--- config.mk ---
export PLATFORM = sky130hd
export DESIGN_NAME = prim_clock_div_prog
export DESIGN_NICKNAME = d
export VERILOG_FILES = /design/src/rtl/prim_clock_div_prog.sv
export SDC_FILE = /design/constraint.sdc
export NUM_CORES = 1
export LEC_CHECK = 0
export BUFFER_PORTS_ARGS = -buffer_cell sky130_fd_sc_hd__buf_2
export CORE_MARGIN = 4
export CORE_UTILIZATION = 55
export CTS_CLUSTER_SIZE = 12
export DETAILED_ROUTE_END_ITERATION = 8
export PLACE_DENSITY = 0.74
export SLEW_MARGIN = 20
export SYNTH_ARGS = -nofsm -noshare
export SYNTH_HDL_FRONTEND = slang
export SYNTH_SLANG_ARGS = --single-unit
--- constraint.sdc ---
create_clock -name clk_i -period 2.8 [get_ports clk_i]
set_clock_uncertainty 0.2 [all_clocks]
set_input_delay 0.42 -clock clk_i [delete_from_list [all_inputs] [get_ports clk_i]]
set_output_delay 0.42 -clock clk_i [all_outputs]
set_load 0.03 [all_outputs]
--- src/rtl/prim_clock_div_prog.sv ---
`default_nettype none
// ============================================================================
// Module   : prim_clock_div_prog
// Brief    : Programmable glitch-free integer clock divider with registered
//            output, period-boundary ratio changes and a scan bypass.
// Revision : 1.0 - initial release
// ============================================================================

module prim_clock_div_prog #(
   parameter int unsigned Width       = 8,
   parameter int unsigned ResetDiv    = 2,
   parameter bit          HasScanMode = 1'b1
) (
   input  logic             clk_i,
   input  logic             rst_ni,
   input  logic             scanmode_i,
   input  logic             en_i,
   input  logic [Width-1:0] div_i,
   input  logic             div_req_i,
   output logic             div_pend_o,
   output logic             div_ack_o,
   output logic             active_o,
   output logic             clk_o
);

   localparam logic [Width-1:0] c_one       = Width'(1);
   localparam logic [Width-1:0] c_two       = Width'(2);
   localparam logic [Width-1:0] c_reset_div = Width'(ResetDiv);

   typedef enum logic [0:0] {
      ST_IDLE = 1'b0,
      ST_RUN  = 1'b1
   } state_e;

   state_e           r_state;
   logic [Width-1:0] r_cnt;
   logic [Width-1:0] r_div;
   logic [Width-1:0] r_pend_div;
   logic             r_pend;
   logic             r_ack;
   logic             r_clk;

   logic [Width-1:0] w_div_clamped;
   logic [Width-1:0] w_half;
   logic [Width-1:0] w_cnt_inc;
   logic             w_wrap;
   logic             w_apply;

   assign w_div_clamped = (div_i < c_two) ? c_two : div_i;
   assign w_half        = r_div >> 1;
   assign w_cnt_inc     = r_cnt + c_one;
   assign w_wrap        = (r_state == ST_RUN) && (r_cnt == (r_div - c_one));
   // A pending ratio lands either at a period boundary or straight away when idle.
   assign w_apply       = r_pend && ((r_state == ST_IDLE) || w_wrap);

   always_ff @(posedge clk_i or negedge rst_ni) begin
      if (!rst_ni) begin
         r_state    <= ST_IDLE;
         r_cnt      <= '0;
         r_div      <= c_reset_div;
         r_pend_div <= c_reset_div;
         r_pend     <= 1'b0;
         r_ack      <= 1'b0;
         r_clk      <= 1'b0;
      end else begin
         r_ack <= w_apply;
         if (w_apply) begin
            r_div  <= r_pend_div;
            r_pend <= 1'b0;
         end else if (div_req_i && !r_pend) begin
            r_pend     <= 1'b1;
            r_pend_div <= w_div_clamped;
         end

         case (r_state)
            ST_IDLE: begin
               r_cnt <= '0;
               if (en_i) begin
                  r_state <= ST_RUN;
                  r_clk   <= 1'b1;
               end else begin
                  r_clk   <= 1'b0;
               end
            end
            ST_RUN: begin
               if (w_wrap) begin
                  r_cnt <= '0;
                  if (en_i) begin
                     r_clk   <= 1'b1;
                  end else begin
                     r_state <= ST_IDLE;
                     r_clk   <= 1'b0;
                  end
               end else begin
                  r_cnt <= w_cnt_inc;
                  r_clk <= (w_cnt_inc < w_half);
               end
            end
            default: begin
               r_state <= ST_IDLE;
               r_cnt   <= '0;
               r_clk   <= 1'b0;
            end
         endcase
      end
   end

   assign div_pend_o = r_pend;
   assign div_ack_o  = r_ack;
   assign active_o   = (r_state == ST_RUN);

   generate
      if (HasScanMode) begin : g_scan
         assign clk_o = scanmode_i ? clk_i : r_clk;
      end else begin : g_no_scan
         logic w_unused_scan;
         assign w_unused_scan = scanmode_i;
         assign clk_o         = r_clk;
      end
   endgenerate

endmodule

`default_nettype wire

Yosys cells after proc, flatten, opt, wreduce, memory -nomap -nowiden:

Cells that the tools add are included.

* add/subtract/negate cells: 2
* order comparisons: 2
* equal/unequal tests: 1
* muxes and demuxes: 11
* bitwise operators: 2
* reduce and logical (&&, ||, !) cells: 7

Operators by type and width (number)
* two-way mux 8 bit: 2
* one-hot mux 8 bit (2 select lines): 1
* adder 8 x 1 -> 8 bit (second input constant): 1
* == test 8 bit: 1
* less-than comparator 8 x 2 -> 1 bit (second input constant): 1
* less-than comparator 8 x 7 -> 1 bit: 1
* subtractor 8 x 1 -> 8 bit (second input constant): 1
* two-way mux 1 bit: 6
* one-hot mux 1 bit (2 select lines): 2
* logical AND 1 bit: 3
* NOT 1 bit: 2
* AND reduction 2 bit: 1
* nonzero test 2 bit: 1
* logical NOT 1 bit: 1
* logical OR 1 bit: 1

* register bits: 28
* bits of input ports: 13
* output and inout port bits: 4
* word-level logic and storage cells: 32

Longest topological paths before layout:

Gate-level depths: netlist of the first run.

* depth in word-level cells: 7
* mapped depth: 9
* gate-level depth less buffers: 8

==> results of run 1 <==
[placed cells by master, fill, tap and decap left out, types with 2 or more instances in the layout]
cell	count
ha_1	8
nor2b_1	6
a222oi_1	8
nand2_1	11
inv_1	12
or3_1	3
nor2_1	5
mux2_2	8
buf_4	3
xnor2_1	9
nand2b_1	3
clkbuf_4	6
dfrtp_1	26
nand3_1	12
or4_1	10
dfstp_2	2
dlygate4sd3_1	2
buf_2	16
o21ai_0	9
xor2_1	6
and2_1	10
nor3_1	3
a21oi_1	4
[worst max-delay path: stages]
cell,delay (ns)
clkbuf_4,0.10
clkbuf_4,0.12
mux2_2,0.25
buf_2,0.18
[metal layers]
metal | GRT usage | vias to the layer above | wire length [um]
met5 | 0 | - | 0
met4 | 0.0923 | 0 | 49
met3 | 0.0364 | 4 | 243
met2 | 0.313 | 68 | 1830
met1 | 0.291 | 712 | 1910
li1 | - | 712 | -
[power breakdown]
group          leakage, uW  switching, uW  internal (uW)
clock            0.0000444            151            138
combinational     0.000510           11.7           8.32
sequential        0.000359              0            405
total             0.000913            163            551
[state kept, by name, summed over array words and instances (netlist names)]
register / count
r_div: 8
active_o: 1
div_pend_o: 1
r_pend_div: 8
r_clk: 1
div_ack_o: 1
r_cnt: 8
[worst paths after layout]
kind	start	slack, ns	to
worst min register to register	r_pend_div[1]	0.29	r_pend_div[1]
max in group asynchronous	rst_ni	1.68	r_pend_div[6]
worst max-delay path	clk_i	0.13	clk_o
min in group asynchronous	rst_ni	0.31	r_div[4]
worst min-delay path	div_i[0]	0.009	r_pend_div[0]
worst max register to register	r_div[1]	0.21	div_ack_o
[through the flow]
stage	cells	power (uW)	worst slack, ns
floorplan	184	438	0.448
global placement	237	461	0.325
detailed placement	237	461	0.232
CTS	246	720	0.119
global route	246	747	0.00824
finish	246	713	0.128
[repair_timing]
item / in CTS / in global routing
endpoints found under the setup margin: 0 / 1
resized for setup: 0 / 1
hold buffers: 2 / 0
hold endpoints to repair: 27 / 0
[area by class of cell]
type                       instances  area (um2)
clock buffer                       8        63.8
inverter                          12        45.0
tap                               44        55.1
timing repair buffer              20         118
sequential                        28         703
fill                             260        1110
multi-input combinational        134         985
[cells by family after synthesis]
kind of cell    count (synthesis)  synth area share
mux                             8            0.0506
buf+inv                        22            0.0576
simple gates                   70             0.225
xor+xnor                       15            0.0737
flops                          28             0.395
compound gates                 33             0.142
fa+ha+maj                       8            0.0562
==> out/results.ini, run 1 <==
[setup_path]
cp-start-kind = clock port
path_class = clk2out
cp.required_ns = 2.18
reg2regPathDepth = 8
end_kind = output pin
cp_max_fo = 2
arrival_ns = 2.05

[timing]
whs_ns = 0.00941
max_slew.worst_pin.slew_ns = 0.711
rsz0062_at_grt = false
maxSlewHeadroom = 0.526
final_hold_viol_count = 0
finalSetupTns_ns = 0
drv_slew = 0
setup_viol = 0

[placement]
gp_congestion = 0.969
port_buffers = 16
hpwl_um = 2910
post_dp_cell_area_um2 = 1880

[synthesis]
synth_top_area_share = 0.365
synth_cell_types = 42
async_flop_share = 1.00
seq_area_frac_synth = 0.395
synth.most_common_cell = dfrtp_1
synth_top_cell_by_area = dfrtp_1
ys.flop_type = dfrtp_1
yosysWarnings = 0
synth_cells = 184
syn_nets = 205
synth_area_leaders = dfrtp_1, ha_1, mux2_2
ys_seq_elements = 28
synth_edf_count = 0
avgSynthCellArea_um2 = 9.68
syn_area_um2 = 1780
ys_top_cells_by_count = dfrtp_1, inv_1, nand3_1

[flow_run]
cap_violations = 0

[cells_and_area]
area_growth_pct = 10.5
fin_nets = 224
final_area_um2 = 1970
antenna_cells = 0
final_util = 0.640
drive_above_1_share = 0.193

[global_routing]
track_usage = 0.208
grt_pass1_wl_um = 6800
grt_remaining_overflow = 0
grt_max_degree = 29
antenna_found_initial = 0
grt_pass1_vias = 1493

[floorplan]
fp.dieH_um = 64.9
fp.coreArea_um2 = 3080
die_area_um2 = 4210
num_rows = 20
fp.dieW_um = 64.9
start_util = 0.579
io_pins = 17

[clock_tree]
clock_latency_ns = 0.44
cts_tree = done
post-cts-setup-buffers = 0
clk_pin_slew_ns = 0.14

[drt]
drtIter0Drc = 159
wire_per_inst_um = 16.4
num_vias = 1496
drt_wl_total_um = 4040
drc = 0
via_per_inst = 6.08
antenna_left = 0
firstDrtPassIters = 5

[pwr]
p_per_area_nw_per_um2 = 362
p_leak_uw = 0.000913
peakVddDrop_v = 0.000415

[run_status]
status = finished, final reports clean

[min_path]
holdPathStages = 3
hold_path_class = in2reg

No activity file was read; power rests on OpenSTA's default activity.
==> run 2: changes to the inputs <==
--- a/config.mk
+++ b/config.mk
@@ -11,6 +11,7 @@
 export CTS_CLUSTER_SIZE = 12
 export DETAILED_ROUTE_END_ITERATION = 8
 export PLACE_DENSITY = 0.74
+export SETUP_SLACK_MARGIN = 0.4
 export SLEW_MARGIN = 20
 export SYNTH_ARGS = -nofsm -noshare
 export SYNTH_HDL_FRONTEND = slang
==> constraint.sdc (replaced) <==
create_clock -name clk_i -period 2.8 [get_ports clk_i]
set_clock_uncertainty 0.2 [all_clocks]
set_input_delay 0.56 -clock clk_i [delete_from_list [all_inputs] [get_ports clk_i]]
set_output_delay 0.56 -clock clk_i [all_outputs]
set_load 0.03 [all_outputs]
==> out/results.ini, run 2 (same netlist as run 1, synthesis figures left out) <==
[run_status]
status = finished, final reports clean

[clock_tree]
clock_latency_ns = 0.43
cts_tree = done
clk_pin_slew_ns = 0.15

[placement]
port_buffers = 16
hpwl_um = 2860
gp_congestion = 0.927
dp_cells = 236

[timing]
max_slew.worst_pin.slew_ns = 0.617
maxSlewHeadroom = 0.588
setup_viol = 0
final_hold_viol_count = 0
drv_slew = 0
rsz0062_at_grt = true
finalSetupTns_ns = 0

[global_routing]
use_met3 = 0.0433
track_usage = 0.241
grt_remaining_overflow = 0
grtUsageMet1 = 0.312
busiest_layer = met2
grt_pass1_wl_um = 7670
grt_max_degree = 29
grt_pass1_vias = 1589
use_met2 = 0.382
antenna_found_initial = 0

[cells_and_area]
regArea_um2 = 712
layout.cells.non_filler = 263
fill_cells = 209
final_util = 0.760
drive_above_1_share = 0.416
area_growth_pct = 31.2
reg.largest.list = r_cnt: 8 flops, r_div: 8 flops, r_pend_div: 8 flops
layout_common_cells = dfrtp_1, buf_2, buf_4
final_common_cell = dfrtp_1
fin_nets = 242
antenna_cells = 0
multi_input_area_um2 = 1210

[setup_path]
rrSetupSlack_ns = 0.37
reg2regPathDepth = 7
cpMaxStageDelayCell = mux2_4
crit_top_cell = buf_8
max_stage_delay_ns = 0.25
crit_family = buffers and inverters
path_class = clk2out
path_buf_inv = 3
reg2reg_from = r_div[0]
r2r-end = r_clk
arrival_ns = 1.99
end_kind = output pin
crit_chain = buf_8 -> buf_8 -> mux2_4 -> buf_6
cp.required_ns = 2.04
cp-start-kind = clock port
cp_max_fo = 2

[pwr]
p_per_area_nw_per_um2 = 320
power_uw = 748
peakVddDrop_v = 0.000390
p_leak_uw = 0.00108

[drt]
drc = 0
wire_per_inst_um = 20.3
num_vias = 1743
firstDrtPassIters = 5
drt_wl_total_um = 5350
via_per_inst = 6.63
drtIter0Drc = 165
antenna_left = 0

[min_path]
hold_path_class = in2reg
holdPathEnd = r_pend_div[0]
holdPathStages = 3
hp-start = div_i[0]

[floorplan]
fp.coreArea_um2 = 3080
start_util = 0.579
num_rows = 20
fp.dieH_um = 64.9
io_pins = 17
die_area_um2 = 4210
fp.dieW_um = 64.9

[flow_run]
cap_violations = 0

run 2: tightest hold or removal path: stages:
cell and delay (ns):
buf_2 0.10, inv_1 0.04, o31ai_1 0.06
run 2: what timing repair did:
| action | 4_1_cts | 5_1_grt |
|---|---|---|
| hold buffers | 1 | 0 |
| buffers inserted | 6 | 11 |
| hold endpoints to repair | 26 | 0 |
| setup endpoints to repair | 21 | 16 |
| gates resized for setup | 18 | 36 |
| cloned | 2 | 1 |
| pin swaps | 6 | 19 |
run 2: how the worst max path moves through the flow:
| stage | start | endpoint | slack (ns) | cells past startpoint |
|---|---|---|---|---|
| 2_1_floorplan | clk_i | clk_o | 0.34 | 1 |
| 3_3_place_gp | clk_i | clk_o | 0.24 | 2 |
| 3_5_place_dp | r_div[1] | r_clk | 0.16 | 7 |
| 4_1_cts | clk_i | clk_o | 0.02 | 4 |
| 5_1_grt | clk_i | clk_o | 0.04 | 4 |
| 6_report | clk_i | clk_o | 0.05 | 4 |
run 2: where the power goes:
group / internal, uW / total, uW / switching (uW)
logic: 7.45 / 19.1 / 11.7
registers: 405 / 405 / 0
clock network: 166 / 325 / 159
run 2: per-layer routing:
metal | routed length [um] | part of all wire | up-vias
met5 | 0 | 0 | -
met4 | 340 | 0.064 | 0
met3 | 492 | 0.092 | 38
met2 | 2530 | 0.47 | 119
met1 | 1990 | 0.37 | 833
li1 | - | - | 753
run 2: final cells by class:
cell class,instances,area share
Inverter,12,0.0193
Multi-Input combinational cell,136,0.518
Sequential cell,28,0.304
Timing Repair Buffer,36,0.104
Clock buffer,7,0.0305
Tap cell,44,0.0235
run 2: metrics by stage:
step           setup slack, ns  hold slack (ns)  cell area, um2
4_1_cts                 0.0184            0.129            2090
3_5_place_dp             0.164            0.276            1880
2_1_floorplan            0.345           0.0644            1790
3_3_place_gp             0.236            0.269            1880
6_report                0.0538            0.147            2340
5_1_grt                 0.0423            0.138            2340
==> run 3: changes to the inputs <==
--- a/config.mk
+++ b/config.mk
@@ -5,6 +5,7 @@
 export SDC_FILE = /design/constraint.sdc
 export NUM_CORES = 1
 export LEC_CHECK = 0
+export ABC_AREA = 1
 export BUFFER_PORTS_ARGS = -buffer_cell sky130_fd_sc_hd__buf_2
 export CORE_MARGIN = 4
 export CORE_UTILIZATION = 55
==> out/results.ini, run 3 <==
[run_status]
status = finished, final reports clean

[floorplan]
io_pins = 17
die_area_um2 = 3910
fp.coreArea_um2 = 2810
start_util = 0.583
fp.dieW_um = 62.6
num_rows = 19
fp.dieH_um = 62.6

[synthesis]
syn_nets = 245
seq_area_frac_synth = 0.430
ys.flop_type = dfrtp_1
synth_cells = 224
avgSynthCellArea_um2 = 7.31
synth_area_leaders = dfrtp_1, nand2_1, inv_1
ys_top_cells_by_count = nand2_1, inv_1, dfrtp_1
syn_area_um2 = 1640
synth_cell_types = 23
ys_seq_elements = 28
synth.most_common_cell = nand2_1
synth_edf_count = 0
synth_top_cell_by_area = dfrtp_1
async_flop_share = 1.00
yosysWarnings = 0
synth_top_area_share = 0.398

[setup_path]
cp.depth = 4
arrival_ns = 1.99
startpoint = clk_i
path_buf_inv = 3
crit_chain = buf_8 -> buf_8 -> mux2_4 -> buf_6
rrSetupSlack_ns = 0.53
cpMaxStageDelayCell = mux2_4
cp-endpoint = clk_o
path_class = clk2out
end_kind = output pin
cp.required_ns = 2.04
cp-start-kind = clock port
crit_top_cell = buf_8
r2r-end = r_div[5]
reg2reg_from = r_div[1]
max_stage_delay_ns = 0.26
crit_family = buffers and inverters
reg2regPathDepth = 13
cp_max_fo = 2

[pwr]
p_leak_uw = 0.00109
p_switching_uw = 169
power_uw = 752
peakVddDrop_v = 0.000333
p_comb_frac = 0.026
p_per_area_nw_per_um2 = 405
p_clk_frac = 0.436
p_int_uw = 583
seqPwrFrac = 0.538
switching_share = 0.225

[cells_and_area]
antenna_cells = 0
fin_nets = 269
layout_common_cells = nand2_1, inv_1, dfrtp_1
final_common_cell = nand2_1
drive_above_1_share = 0.138
layout.cells.non_filler = 278
reg.largest.list = r_cnt: 8 flops, r_div: 8 flops, r_pend_div: 8 flops
area_growth_pct = 13.6
final_util = 0.663

[placement]
hpwl_um = 2410
gp_congestion = 0.949
dp_cells = 268
port_buffers = 16

[drt]
drt_wl_total_um = 3260
via_per_inst = 4.97
antenna_left = 0
drc = 0
num_vias = 1381
firstDrtPassIters = 4
drtIter0Drc = 32
wire_per_inst_um = 11.7

[timing]
maxSlewHeadroom = 0.595
setup_viol = 0
whs_ns = 0.126
rsz0062_at_grt = true
max_slew.worst_pin.slew_ns = 0.608
final_hold_viol_count = 0
drv_slew = 0
finalSetupTns_ns = 0

[clock_tree]
clock_latency_ns = 0.43
cts_tree = done
clk_pin_slew_ns = 0.15

[global_routing]
grt_pass1_vias = 1346
grt_pass1_wl_um = 5690
antenna_found_initial = 0
grt_remaining_overflow = 0
track_usage = 0.179
grt_max_degree = 29

[min_path]
hold_path_class = in2reg
hp-start = en_i

[flow_run]
cap_violations = 0

## run 3: changes by cell type in the layout (fill, tap and decap cells not counted), sizes merged, moves of 3 or more
cell    delta
nand3      +5
xnor2      -8
buf       -19
or4       -10
mux2       -7
or3        -3
nand2     +69
nand2b     -3
nor2      +20
a222oi     -8
o221ai     -4
and2       -9
nor2b      -6
inv       +25
## run 3: power groups by stage
stage	clock network, uW	logic [uW]	registers, uW
6_report	328	19.6	405
5_1_grt	365	24.3	405
4_1_cts	321	20.4	405
3_5_place_dp	35.0	19.2	412
3_3_place_gp	35.0	19.0	412
2_1_floorplan	29.4	2.48	412
## run 3: area by class of cell
| cell class | count | area [um2] |
|---|---|---|
| Inverter | 37 | 139 |
| Fill cell | 248 | 946 |
| Tap cell | 31 | 38.8 |
| Timing Repair Buffer | 17 | 92.6 |
| Clock buffer | 8 | 75.1 |
| Multi-Input combinational cell | 157 | 811 |
| Sequential cell | 28 | 703 |
## run 3: how the worst min path moves through the flow
stage	end	slack, ns	cells after the start
3_3_place_gp	r_pend_div[3]	0.26	2
5_1_grt	active_o	0.12	3
4_1_cts	r_pend_div[3]	0.13	3
6_report	active_o	0.13	3
2_1_floorplan	active_o	0.06	0
3_5_place_dp	r_pend_div[2]	0.27	2
## run 3: per-stage QoR
| stage | area, um2 | setup slack (ns) |
|---|---|---|
| CTS | 1800 | 0.00772 |
| finish | 1860 | 0.0451 |
| detailed placement | 1720 | 0.236 |
| global route | 1860 | 0.0358 |
| floorplan | 1640 | 0.345 |
| global placement | 1720 | 0.236 |
## run 3: repair_timing
action,CTS,global route
gates resized for setup,4,7
hold buffers,1,0
gates cloned,0,1
hold endpoints to repair,26,0
endpoints found under the setup margin,1,11
buffers inserted,0,1
pin swaps,0,3
## run 3: worst reg2reg max path, stage by stage, from the launching register on
cell     delay (ns)
dfstp_2        0.58
inv_1          0.07
ha_4           0.27
nor2_1         0.04
nor2_1         0.10
nand2_1        0.06
nor2_1         0.11
nand3_1        0.13
nor2_2         0.16
nand2_4        0.10
nand2_8        0.11
nand2_4        0.09
nand2_1        0.10
nand2_1        0.05
## run 3: per-layer routing
| layer | up-vias | GRT usage | part of all wire |
|---|---|---|---|
| li1 | 733 | - | - |
| met1 | 620 | 0.229 | 0.46 |
| met2 | 22 | 0.292 | 0.49 |
| met3 | 6 | 0.0306 | 0.033 |
| met4 | 0 | 0.0882 | 0.014 |
| met5 | - | 0 | 0 |
## run 3: kinds of logic after synthesis
| family | after synthesis | synth area share |
|---|---|---|
| AO/OA/AOI/OAI | 15 | 0.0474 |
| XOR/XNOR | 5 | 0.0268 |
| multiplexers | 1 | 0.00688 |
| AND/OR/NAND/NOR | 127 | 0.320 |
| flip-flops | 28 | 0.430 |
| buffers and inverters | 40 | 0.108 |
| adder cells (fa/ha/maj) | 8 | 0.0612 |
